===== src/rtl/fetch_queue_if.sv =====
`default_nettype none
// ============================================================================
// Module      : fetch_queue_if
// Description : Bundle of the fetch queue's memory request/response, redirect
//               and instruction-delivery signals.
// Revision    : 1.0 - initial release
// ============================================================================
interface fetch_queue_if;
    logic        mem_req_valid;
    logic        mem_req_ready;
    logic [31:0] mem_req_addr;
    logic        mem_rsp_valid;
    logic [31:0] mem_rsp_data;
    logic        redirect_valid;
    logic [31:0] redirect_pc;
    logic        inst_valid;
    logic        inst_ready;
    logic [31:0] inst;
    logic [31:0] inst_pc;

    // Fetch queue side.
    modport master (
        output mem_req_valid, mem_req_addr, inst_valid, inst, inst_pc,
        input  mem_req_ready, mem_rsp_valid, mem_rsp_data,
               redirect_valid, redirect_pc, inst_ready
    );

    // Memory / CPU side.
    modport slave (
        input  mem_req_valid, mem_req_addr, inst_valid, inst, inst_pc,
        output mem_req_ready, mem_rsp_valid, mem_rsp_data,
               redirect_valid, redirect_pc, inst_ready
    );
endinterface
`default_nettype wire


===== src/rtl/fetch_queue.sv =====
`default_nettype none
// ============================================================================
// Module      : fetch_queue
// Description : Instruction prefetch queue. Issues sequential word fetches,
//               buffers in-order responses with their addresses, and flushes
//               and re-steers on a CPU redirect, discarding stale responses.
// Revision    : 1.0 - initial release
// ============================================================================
module fetch_queue #(
    parameter int          FIFO_DEPTH = 4,
    parameter logic [31:0] RESET_PC   = 32'h0000_0000
) (
    input  logic          clk,
    input  logic          reset_b,
    fetch_queue_if.master bus
);
    localparam int c_ptr_w = (FIFO_DEPTH > 1) ? $clog2(FIFO_DEPTH) : 1;
    localparam int c_cnt_w = c_ptr_w + 1;
    localparam int c_sum_w = c_cnt_w + 2;
    localparam logic [c_cnt_w-1:0] c_depth_cnt = c_cnt_w'(FIFO_DEPTH);
    localparam logic [c_sum_w-1:0] c_depth_sum = c_sum_w'(FIFO_DEPTH);
    localparam logic [31:0]        c_start_pc  = {RESET_PC[31:2], 2'b00};

    logic [31:0]        r_fetch_pc;    // address of the next request
    logic [31:0]        r_rsp_pc;      // address of the next kept response
    logic [c_cnt_w-1:0] r_outstanding; // requests issued, response not yet seen
    logic [c_cnt_w-1:0] r_drop_cnt;    // outstanding responses to discard
    logic [c_cnt_w-1:0] r_count;       // FIFO occupancy
    logic [c_ptr_w-1:0] r_wr_ptr;
    logic [c_ptr_w-1:0] r_rd_ptr;
    logic [31:0]        r_inst_mem [FIFO_DEPTH];
    logic [31:0]        r_pc_mem   [FIFO_DEPTH];

    logic [31:0]        w_redirect_pc;
    logic [c_sum_w-1:0] w_credit_sum;
    logic               w_req_valid;
    logic               w_req_hs;
    logic               w_inst_valid;
    logic               w_pop;
    logic               w_push;
    logic               w_drop;

    assign w_redirect_pc = bus.redirect_pc & 32'hFFFF_FFFC;

    // Conservative credit: dropped responses are still counted against space.
    assign w_credit_sum = {2'b00, r_outstanding} + {2'b00, r_count} + {2'b00, r_drop_cnt};
    assign w_req_valid  = reset_b && !bus.redirect_valid && (w_credit_sum < c_depth_sum);
    assign w_req_hs     = w_req_valid && bus.mem_req_ready;

    assign w_inst_valid = (r_count != '0);
    assign w_pop        = w_inst_valid && bus.inst_ready && !bus.redirect_valid;
    assign w_push       = bus.mem_rsp_valid && !bus.redirect_valid && (r_drop_cnt == '0);
    assign w_drop       = bus.mem_rsp_valid && !bus.redirect_valid && (r_drop_cnt != '0);

    assign bus.mem_req_valid = w_req_valid;
    assign bus.mem_req_addr  = r_fetch_pc;
    assign bus.inst_valid    = w_inst_valid;
    assign bus.inst          = r_inst_mem[r_rd_ptr];
    assign bus.inst_pc       = r_pc_mem[r_rd_ptr];

    // Fetch and response address tracking; both re-steer on a redirect.
    always_ff @(posedge clk or negedge reset_b) begin
        if (!reset_b) begin
            r_fetch_pc <= c_start_pc;
            r_rsp_pc   <= c_start_pc;
        end else if (bus.redirect_valid) begin
            r_fetch_pc <= w_redirect_pc;
            r_rsp_pc   <= w_redirect_pc;
        end else begin
            if (w_req_hs) r_fetch_pc <= r_fetch_pc + 32'd4;
            if (w_push)   r_rsp_pc   <= r_rsp_pc + 32'd4;
        end
    end

    // In-flight request count and the number of those to be discarded.
    always_ff @(posedge clk or negedge reset_b) begin
        if (!reset_b) begin
            r_outstanding <= '0;
            r_drop_cnt    <= '0;
        end else begin
            case ({w_req_hs, bus.mem_rsp_valid})
                2'b10:   r_outstanding <= r_outstanding + c_cnt_w'(1);
                2'b01:   r_outstanding <= r_outstanding - c_cnt_w'(1);
                default: r_outstanding <= r_outstanding;
            endcase
            if (bus.redirect_valid)
                r_drop_cnt <= bus.mem_rsp_valid ? (r_outstanding - c_cnt_w'(1)) : r_outstanding;
            else if (w_drop)
                r_drop_cnt <= r_drop_cnt - c_cnt_w'(1);
        end
    end

    // FIFO pointers and occupancy; a redirect empties the queue.
    always_ff @(posedge clk or negedge reset_b) begin
        if (!reset_b) begin
            r_wr_ptr <= '0;
            r_rd_ptr <= '0;
            r_count  <= '0;
        end else if (bus.redirect_valid) begin
            r_wr_ptr <= '0;
            r_rd_ptr <= '0;
            r_count  <= '0;
        end else begin
            if (w_push) r_wr_ptr <= r_wr_ptr + c_ptr_w'(1);
            if (w_pop)  r_rd_ptr <= r_rd_ptr + c_ptr_w'(1);
            case ({w_push, w_pop})
                2'b10:   r_count <= r_count + c_cnt_w'(1);
                2'b01:   r_count <= r_count - c_cnt_w'(1);
                default: r_count <= r_count;
            endcase
        end
    end

    // FIFO storage; cleared on reset so the head reads zero while held.
    always_ff @(posedge clk or negedge reset_b) begin
        if (!reset_b) begin
            for (int i = 0; i < FIFO_DEPTH; i++) begin
                r_inst_mem[i] <= '0;
                r_pc_mem[i]   <= '0;
            end
        end else if (w_push) begin
            r_inst_mem[r_wr_ptr] <= bus.mem_rsp_data;
            r_pc_mem[r_wr_ptr]   <= r_rsp_pc;
        end
    end

    // Protocol checks: the credit rule must keep these from ever firing.
    a_no_overflow: assert property (@(posedge clk) disable iff (!reset_b)
        !(w_push && !w_pop && (r_count == c_depth_cnt)));
    a_rsp_has_req: assert property (@(posedge clk) disable iff (!reset_b)
        !(bus.mem_rsp_valid && (r_outstanding == '0)));
    a_outstanding_bound: assert property (@(posedge clk) disable iff (!reset_b)
        (r_outstanding <= c_depth_cnt));

endmodule
`default_nettype wire


===== src/flat_wrapper.sv =====
// flat-port wrapper written by rule: the top's interface ports become plain ports
module fetch_queue_flat 
#(
    parameter int          FIFO_DEPTH = 4,
    parameter logic [31:0] RESET_PC   = 32'h0000_0000
)
  (clk, reset_b, bus_mem_req_valid, bus_mem_req_addr, bus_inst_valid, bus_inst, bus_inst_pc, bus_mem_req_ready, bus_mem_rsp_valid, bus_mem_rsp_data, bus_redirect_valid, bus_redirect_pc, bus_inst_ready);
  fetch_queue_if bus_i ();
  input  logic clk;
  input  logic reset_b;
  output wire logic [$bits(bus_i.mem_req_valid)-1:0] bus_mem_req_valid;
  output wire logic [$bits(bus_i.mem_req_addr)-1:0] bus_mem_req_addr;
  output wire logic [$bits(bus_i.inst_valid)-1:0] bus_inst_valid;
  output wire logic [$bits(bus_i.inst)-1:0] bus_inst;
  output wire logic [$bits(bus_i.inst_pc)-1:0] bus_inst_pc;
  input wire logic [$bits(bus_i.mem_req_ready)-1:0] bus_mem_req_ready;
  input wire logic [$bits(bus_i.mem_rsp_valid)-1:0] bus_mem_rsp_valid;
  input wire logic [$bits(bus_i.mem_rsp_data)-1:0] bus_mem_rsp_data;
  input wire logic [$bits(bus_i.redirect_valid)-1:0] bus_redirect_valid;
  input wire logic [$bits(bus_i.redirect_pc)-1:0] bus_redirect_pc;
  input wire logic [$bits(bus_i.inst_ready)-1:0] bus_inst_ready;
  assign bus_mem_req_valid = bus_i.mem_req_valid;
  assign bus_mem_req_addr = bus_i.mem_req_addr;
  assign bus_inst_valid = bus_i.inst_valid;
  assign bus_inst = bus_i.inst;
  assign bus_inst_pc = bus_i.inst_pc;
  assign bus_i.mem_req_ready = bus_mem_req_ready;
  assign bus_i.mem_rsp_valid = bus_mem_rsp_valid;
  assign bus_i.mem_rsp_data = bus_mem_rsp_data;
  assign bus_i.redirect_valid = bus_redirect_valid;
  assign bus_i.redirect_pc = bus_redirect_pc;
  assign bus_i.inst_ready = bus_inst_ready;
  fetch_queue #(.FIFO_DEPTH(FIFO_DEPTH), .RESET_PC(RESET_PC)) u_core (.clk(clk), .reset_b(reset_b), .bus(bus_i));
endmodule

===== config.mk =====
export PLATFORM = sky130hd
export DESIGN_NAME = fetch_queue_flat
export DESIGN_NICKNAME = d
export VERILOG_FILES = /design/src/rtl/fetch_queue_if.sv /design/src/rtl/fetch_queue.sv /design/src/flat_wrapper.sv
export SDC_FILE = /design/constraint.sdc
export NUM_CORES = 1
export LEC_CHECK = 0
export CAP_MARGIN = 20
export CORE_UTILIZATION = 60
export CTS_CLUSTER_DIAMETER = 120
export CTS_CLUSTER_SIZE = 10
export DETAILED_ROUTE_END_ITERATION = 8
export DONT_BUFFER_PORTS = 1
export GPL_TIMING_DRIVEN = 0
export PLACE_DENSITY = 0.76
export REMOVE_ABC_BUFFERS = 1
export SYNTH_ARGS = -nofsm -noshare
export SYNTH_HDL_FRONTEND = slang
export SYNTH_SLANG_ARGS = --single-unit

===== constraint.sdc =====
create_clock -name clk -period 4.1 [get_ports clk]
set_input_delay 0 -clock clk [delete_from_list [all_inputs] [get_ports clk]]
set_output_delay 0 -clock clk [all_outputs]
set_load 0.1 [all_outputs]

# --- Word-level counts from Yosys, hierarchy flattened ---
# Index checks and enable logic that the tools add are counted.
word_totals:
  reg_bits: 333
  inputBits: 70
  out_inout_bits: 98
  wordCells: 79
op_classes:
  n_addsub: 11
  n_lt_le_gt_ge: 4
  n_eq_ne: 4
  n_mux: 24
  bitwise: 2
  reduce_logical: 19
op_table:
  columns: ["op", "count"]
  rows:
  - ["$mux W32", 9]
  - ["$bwmux W128", 2]
  - ["$bmux W32 S2", 2]
  - ["$add A32 B3 Y32 const B", 2]
  - ["$demux W32 S2", 1]
  - ["$mux W3", 4]
  - ["$pmux W3 S2", 2]
  - ["$reduce_bool A2 Y1", 5]
  - ["$logic_and A1 B1 Y1", 9]
  - ["$reduce_bool A3 Y1", 3]
  - ["$sub A3 B1 Y3 const B", 3]
  - ["$mux W2", 4]
  - ["$add A3 B1 Y3 const B", 2]
  - ["$ge A3 B3 Y1 const B", 2]
  - ["$not A2 Y3", 2]
  - ["$add A5 B3 Y5", 1]
  - ["$lt A5 B3 Y1 const B", 1]
  - ["$add A2 B1 Y2 const B", 2]
  - ["$add A3 B3 Y4", 1]
  - ["$eq A2 B1 Y1 const B", 2]
  - ["$eq A2 B2 Y1 const B", 2]
  - ["$logic_not A3 Y1", 1]
  - ["$lt A3 B1 Y1 const B", 1]
  - ["$logic_not A1 Y1", 1]

# --- Depth between registers and ports, before layout ---
logic_depth:
  word_depth: 7
  ltp_mapped: 13
  ltp_nobuf: 12

# --- Worst setup path after synthesis ---
# OpenSTA, ideal clock, no wires.
synth_timing:
  path_type: "flip-flop to flip-flop"
  startpoint: "register u_core.r_count[0]"
  endpoint: "register u_core.r_fetch_pc[29] (netlist: u_core.bus.mem_req_addr[29])"
  setup_ns: 0.125
  t_arrival_ns: 3.317
  required_ns: 3.975
  path_slack_ns: 0.658
  path_stages_with_launch: 11
  n_path_buf: 1
  synth_period_minus_slack_ns: 3.442
  cell_sequence: "dfrtp_1 ha_1 fa_1 xor2_1 ha_1 or4b_4 a2111oi_4 nand3_4 buf_6 nor4_2 mux2_2"
synth_via:
  elab_chain_len: 6
synth_lines:
  columns: ["element", "line", "text"]
  rows:
  - ["from (decl)", "fetch_queue.sv:28", "logic [c_cnt_w-1:0] r_count;"]
  - ["from (signal assigned)", "fetch_queue.sv:107", "2'b10: r_count <= r_count + c_cnt_w'(1);"]
  - ["from (signal assigned)", "fetch_queue.sv:108", "2'b01: r_count <= r_count - c_cnt_w'(1);"]
  - ["from (signal assigned)", "fetch_queue.sv:109", "default: r_count <= r_count;"]
  - ["$add A3 B3 Y4", "fetch_queue.sv:46", "assign w_credit_sum = {2'b00, r_outstanding} + {2'b00, r_count} + {2'b00, r_drop_cnt};"]
  - ["$add A5 B3 Y5", "fetch_queue.sv:46", null]
  - ["$lt A5 B3 Y1", "fetch_queue.sv:47", "assign w_req_valid = reset_b && !bus.redirect_valid && (w_credit_sum < c_depth_sum);"]
  - ["$logic_and A1 B1 Y1", "fetch_queue.sv:47", null]
  - ["$logic_and A1 B1 Y1", "fetch_queue.sv:48", "assign w_req_hs = w_req_valid && bus.mem_req_ready;"]
  - ["$reduce_bool A2 Y1 (no line)", null, null]
  - ["to (signal assigned)", "fetch_queue.sv:64", "r_fetch_pc <= c_start_pc;"]
  - ["to (signal assigned)", "fetch_queue.sv:67", "r_fetch_pc <= w_redirect_pc;"]
  - ["to (signal assigned)", "fetch_queue.sv:70", "if (w_req_hs) r_fetch_pc <= r_fetch_pc + 32'd4;"]
  - ["to (decl)", "fetch_queue.sv:24", "logic [31:0] r_fetch_pc;"]
# Every way passes these cells.
# A chain may end at the register's enable or synchronous reset.

# --- Worst setup path in the final report ---
layout_timing:
  startpoint: "register u_core.r_count[0]"
  endpoint: "register u_core.r_outstanding[2]"
layout_via:
  elab_chain_len: 7
  elab_cells_between_ends: 9
  classes_between: "2 x add/sub; 1 x order compare; 2 x eq/ne; 1 x mux; 3 x reduce/logical"
layout_lines:
  columns: ["element", "line", "text"]
  rows:
  - ["$add A3 B3 Y4 *", "fetch_queue.sv:46", null]
  - ["$add A5 B3 Y5 *", "fetch_queue.sv:46", null]
  - ["$lt A5 B3 Y1 *", "fetch_queue.sv:47", null]
  - ["$logic_and A1 B1 Y1 *", "fetch_queue.sv:47", null]
  - ["$logic_and A1 B1 Y1 *", "fetch_queue.sv:48", null]
  - ["$eq A2 B1 Y1 / $eq A2 B2 Y1 (equally long branches)", "fetch_queue.sv:81", "case ({w_req_hs, bus.mem_rsp_valid})"]
  - ["$pmux W3 S2 / $reduce_bool A2 Y1 (equally long branches)", null, null]
  - ["to (signal assigned)", "fetch_queue.sv:82", "2'b10: r_outstanding <= r_outstanding + c_cnt_w'(1);"]
  - ["to (signal assigned)", "fetch_queue.sv:83", "2'b01: r_outstanding <= r_outstanding - c_cnt_w'(1);"]
  - ["to (signal assigned)", "fetch_queue.sv:84", "default: r_outstanding <= r_outstanding;"]
  - ["to (decl)", "fetch_queue.sv:26", "logic [c_cnt_w-1:0] r_outstanding;"]
# Mark *: on every way between the ends. The rest lies on a longest branch, timed or not.

==> results.py <==
metrics = {
    "route": {
        "route.final.wire_length_mm": 32.50,
        "dr.first_iter.drc_count": 656,
        "vias": 9023,
        "wl_per_cell_um": 22.39,
        "drc": 0,
        "detailedRoute.firstPassIterationCount": 4,
        "vias_per_cell": 6.214,
        "final_antenna_net_count": 0,
    },
    "floorplan": {
        "fp.dieArea_mm2": 0.02558,
        "die-width_um": 159.9,
        "initial_utilization_pct": 61.35,
        "site_row_count": 57,
        "die-height_um": 159.9,
        "core_region_area_mm2": 0.02439,
        "ioPinCount": 168,
    },
    "timing": {
        "grt_setup_unrepaired": "false",
        "setup_tns_ns": 0,
        "timing.hold.ws_ns": -0.8140,
        "final_period_minus_worst_setup_slack_ns": 3.933,
        "post-route-period-util_pct": 95.93,
        "final-setup-viol-count": 0,
        "timing.fmax_mhz": 254.3,
        "report.final.hold_viol_count": 321,
        "final_max_tran_viols": 0,
        "clock-skew-final_ns": 0.01931,
        "worst_slew_pin_slew_ns": 1.145,
        "max_slew_margin_pct": 23.07,
    },
    "job": {
        "max_cap_viol_count": 0,
    },
    "setup_path": {
        "cp.required_ns": 4.54,
        "crit_type": "reg2reg",
        "largest_driver_fanout_on_the_critical_path": 11,
        "crit_arrival_ns": 4.37,
        "endpoint_kind": "flop",
        "cp-start-kind": "flop",
    },
    "logic_synthesis": {
        "synth_enable_flop_cells": 0,
        "synth_instances": 1074,
        "yosys_most_used_dff": "sky130_fd_sc_hd__dfrtp_1",
        "synth.ff_latch_count": 321,
        "synthAdderAreaFrac_pct": 1.605,
        "synth_area_leaders": "sky130_fd_sc_hd__dfrtp_1 54%, sky130_fd_sc_hd__mux2_2 19%, sky130_fd_sc_hd__mux4_2 9.3%, sky130_fd_sc_hd__xor2_1 2.0%, sky130_fd_sc_hd__nand2_1 1.4%",
        "largest_family_of_logic_cells_by_synthesized_area": "multiplexers",
        "synth.yosys.seq_area_share_pct": 53.68,
        "netlist_area_mm2": 0.01496,
        "synth-xor-area-share_pct": 2.751,
        "yosysWarningCount": 0,
        "post_synth_num_cell_types": 51,
        "muxShareOfSynthArea_pct": 29.15,
        "synth-simple-area-share_pct": 6.555,
        "cell_taking_the_most_area_after_synthesis": "sky130_fd_sc_hd__dfrtp_1",
        "synth_compound_gate_area_share_pct": 3.763,
        "postSynth.asyncResetShare_pct": 100.0,
        "avgSynthCellArea_um2": 13.93,
        "post-synth-top-area-fraction_pct": 53.68,
    },
    "power": {
        "clock_power_share_pct": 21.4,
        "power_frac_comb_pct": 43.3,
        "internal_power_contribution_uw": 7132,
        "sequentialPowerShare_pct": 35.3,
        "power.switching_uw": 6542,
        "power_density_mw_per_mm2": 801.1,
        "vdd_ir_drop_max_mv": 0.6135,
        "sw_frac_of_total_pct": 47.84,
        "leakage_power_figure_uw": 0.007757,
    },
    "global_route": {
        "track_usage_pct": 26.54,
        "grt_busiest_layer": "met2",
        "grt_start_max_net_pins": 323,
        "antenna_violations_before_repair": 0,
        "grt_util_met3_pct": 6.312,
        "grt-ovfl-total": 0,
        "gr-usage-met2_pct": 43.16,
        "grt_first_pass_wirelength_mm": 53.14,
        "grt_use_met1_pct": 35.85,
        "grt_pass1_vias": 9577,
    },
    "cells_and_area": {
        "drive_above_1_share_pct": 34.04,
        "mostFrequentLayoutCell": "sky130_fd_sc_hd__dfrtp_1",
        "leading_cell_types_in_the_layout_fill_and_taps_excluded": "319 x sky130_fd_sc_hd__dfrtp_1, 258 x sky130_fd_sc_hd__mux2_2, 68 x sky130_fd_sc_hd__dlygate4sd3_1",
        "antennaDiodeCount": 0,
        "area_growth_pct": 14.06,
        "final_net_count": 1212,
        "fin_cells": 1452,
    },
    "clock_network": {
        "tritoncts_clock_tree": "built",
        "cts.clk_slew.worst_paths_ns": 0.06,
        "tritoncts_num_sinks": 321,
        "clk-insertion-delay-late_ns": 0.51,
        "cts_buffers": 38,
        "cts-htree-levels": 2,
        "cts.path.max_buffers": 3,
        "quantity_of_hold_fixing_buffers_added_after_cts": 69,
        "cts_root_buffer": "sky130_fd_sc_hd__clkbuf_16",
    },
    "placement": {
        "gp_routability_congestion": 0.7754,
        "dp.cells": 1339,
        "port-buffer-count": 0,
        "dp.final_hpwl_mm": 19.68,
    },
    "status": {
        "result_of_the_run": "finished with violations",
        "violations": "hold timing",
    },
    "hold_path": {
        "timing.hold.worst.class": "in2async",
    },
}
logic make-up (layout without fill, tap and decap cells):
kind of cell / count (synthesis) / in the layout
AOI/OAI and AO/OA: 86 / 86
other: 1 / 4
adders and majority gates: 18 / 18
DFF: 321 / 321
xor gates and xnor gates: 47 / 47
buffers and inverters: 91 / 142
muxes: 326 / 326
and+or+nand+nor: 184 / 184
sequential cells by signal, summed over array words and instances (netlist names):
register and count:
u_core.r_count 3, u_core.r_wr_ptr 2, u_core.r_drop_cnt 3, u_core.r_rd_ptr 2, u_core.r_pc_mem 120, u_core.r_rsp_pc 30, u_core.bus.mem_req_addr 30, u_core.r_outstanding 3
u_core.r_inst_mem 128
cells in the mapped netlist, types with 6 or more instances:
cell                       number
sky130_fd_sc_hd__dfrtp_1      321
sky130_fd_sc_hd__mux2_2       258
sky130_fd_sc_hd__mux4_2        62
sky130_fd_sc_hd__nand2_1       57
sky130_fd_sc_hd__clkbuf_1      50
sky130_fd_sc_hd__xor2_1        35
sky130_fd_sc_hd__o21ai_0       33
sky130_fd_sc_hd__nand3_1       26
sky130_fd_sc_hd__nand4_1       22
sky130_fd_sc_hd__inv_1         21
sky130_fd_sc_hd__nor2_1        20
sky130_fd_sc_hd__a21oi_1       16
sky130_fd_sc_hd__ha_1          16
sky130_fd_sc_hd__o211ai_1      13
sky130_fd_sc_hd__xnor2_1       12
sky130_fd_sc_hd__nor3_1        11
sky130_fd_sc_hd__buf_1         10
sky130_fd_sc_hd__or3_1          8
sky130_fd_sc_hd__and3_1         7
sky130_fd_sc_hd__mux2i_1        6
cell type report:
cell class / instances / area (um2)
multi-input combinational: 665 / 6610
clock buffer: 43 / 1033
inverter: 21 / 78.83
clock inverter: 1 / 8.758
tap: 324 / 405.4
fill: 1675 / 7322
timing repair buffer: 77 / 892.1
sequential: 321 / 8040
final timing paths:
check | endpoint | slack [ns] | cells after the start | startpoint
setup / recovery | u_core.r_outstanding[2] | 0.17 | 11 | u_core.r_count[0]
hold / removal | u_core.r_inst_mem[40] | -0.81 | 0 | reset_b
setup reg to reg | u_core.r_outstanding[2] | 0.17 | 11 | u_core.r_count[0]
hold reg to reg | u_core.r_pc_mem[61] | 0.49 | 1 | u_core.r_pc_mem[61]
max in group asynchronous | u_core.r_pc_mem[94] | 4.48 | 0 | reset_b
min in group clk | u_core.r_pc_mem[35] | 0.10 | 3 | bus_redirect_valid
power by group through the flow:
stage | Combinational [uW] | Clock (uW) | Sequential, uW
4_1_cts | 5940 | 2980 | 4830
5_1_grt | 6140 | 3120 | 4940
3_5_place_dp | 5840 | 0 | 4880
3_3_place_gp | 5630 | 0 | 4960
2_1_floorplan | 5330 | 0 | 4740
6_report | 5920 | 2920 | 4830
through the flow:
step	instance area, um2	setup slack [ns]	util [%]	power (uW)	hold slack (ns)
after floorplan	14680	0.5137	-	10070	-0.2956
after global placement	15090	-0.6646	61.87	10590	-0.2896
after detailed placement	15320	0.2093	62.80	10730	-0.2882
after CTS	17070	0.07856	69.98	13760	-0.8329
after global routing	17070	0.01821	69.98	14190	-0.8353
final	17070	0.1670	69.98	13670	-0.8140
layer usage:
metal	routed length, um	part of all wire [%]
met4	724	2.2
met2	15900	49
met3	2080	6.4
met5	0	0
met1	13800	42
what timing repair did:
item,in CTS,in global routing
resized for setup,0,1
setup endpoints to repair,0,2
hold endpoints to repair,522,321
buffers inserted,0,0
worst max-delay path, cell delays in order (launching register included):
cell,delay [ns]
sky130_fd_sc_hd__dfrtp_1,0.46
sky130_fd_sc_hd__ha_1,0.26
sky130_fd_sc_hd__fa_1,0.39
sky130_fd_sc_hd__xor2_1,0.18
sky130_fd_sc_hd__ha_1,0.28
sky130_fd_sc_hd__or4b_4,0.53
sky130_fd_sc_hd__a2111o_1,0.64
sky130_fd_sc_hd__nor2_1,0.36
sky130_fd_sc_hd__inv_1,0.11
sky130_fd_sc_hd__ha_1,0.34
sky130_fd_sc_hd__nor2_1,0.15
sky130_fd_sc_hd__xor2_1,0.15
(Power assumes the default switching activity.)
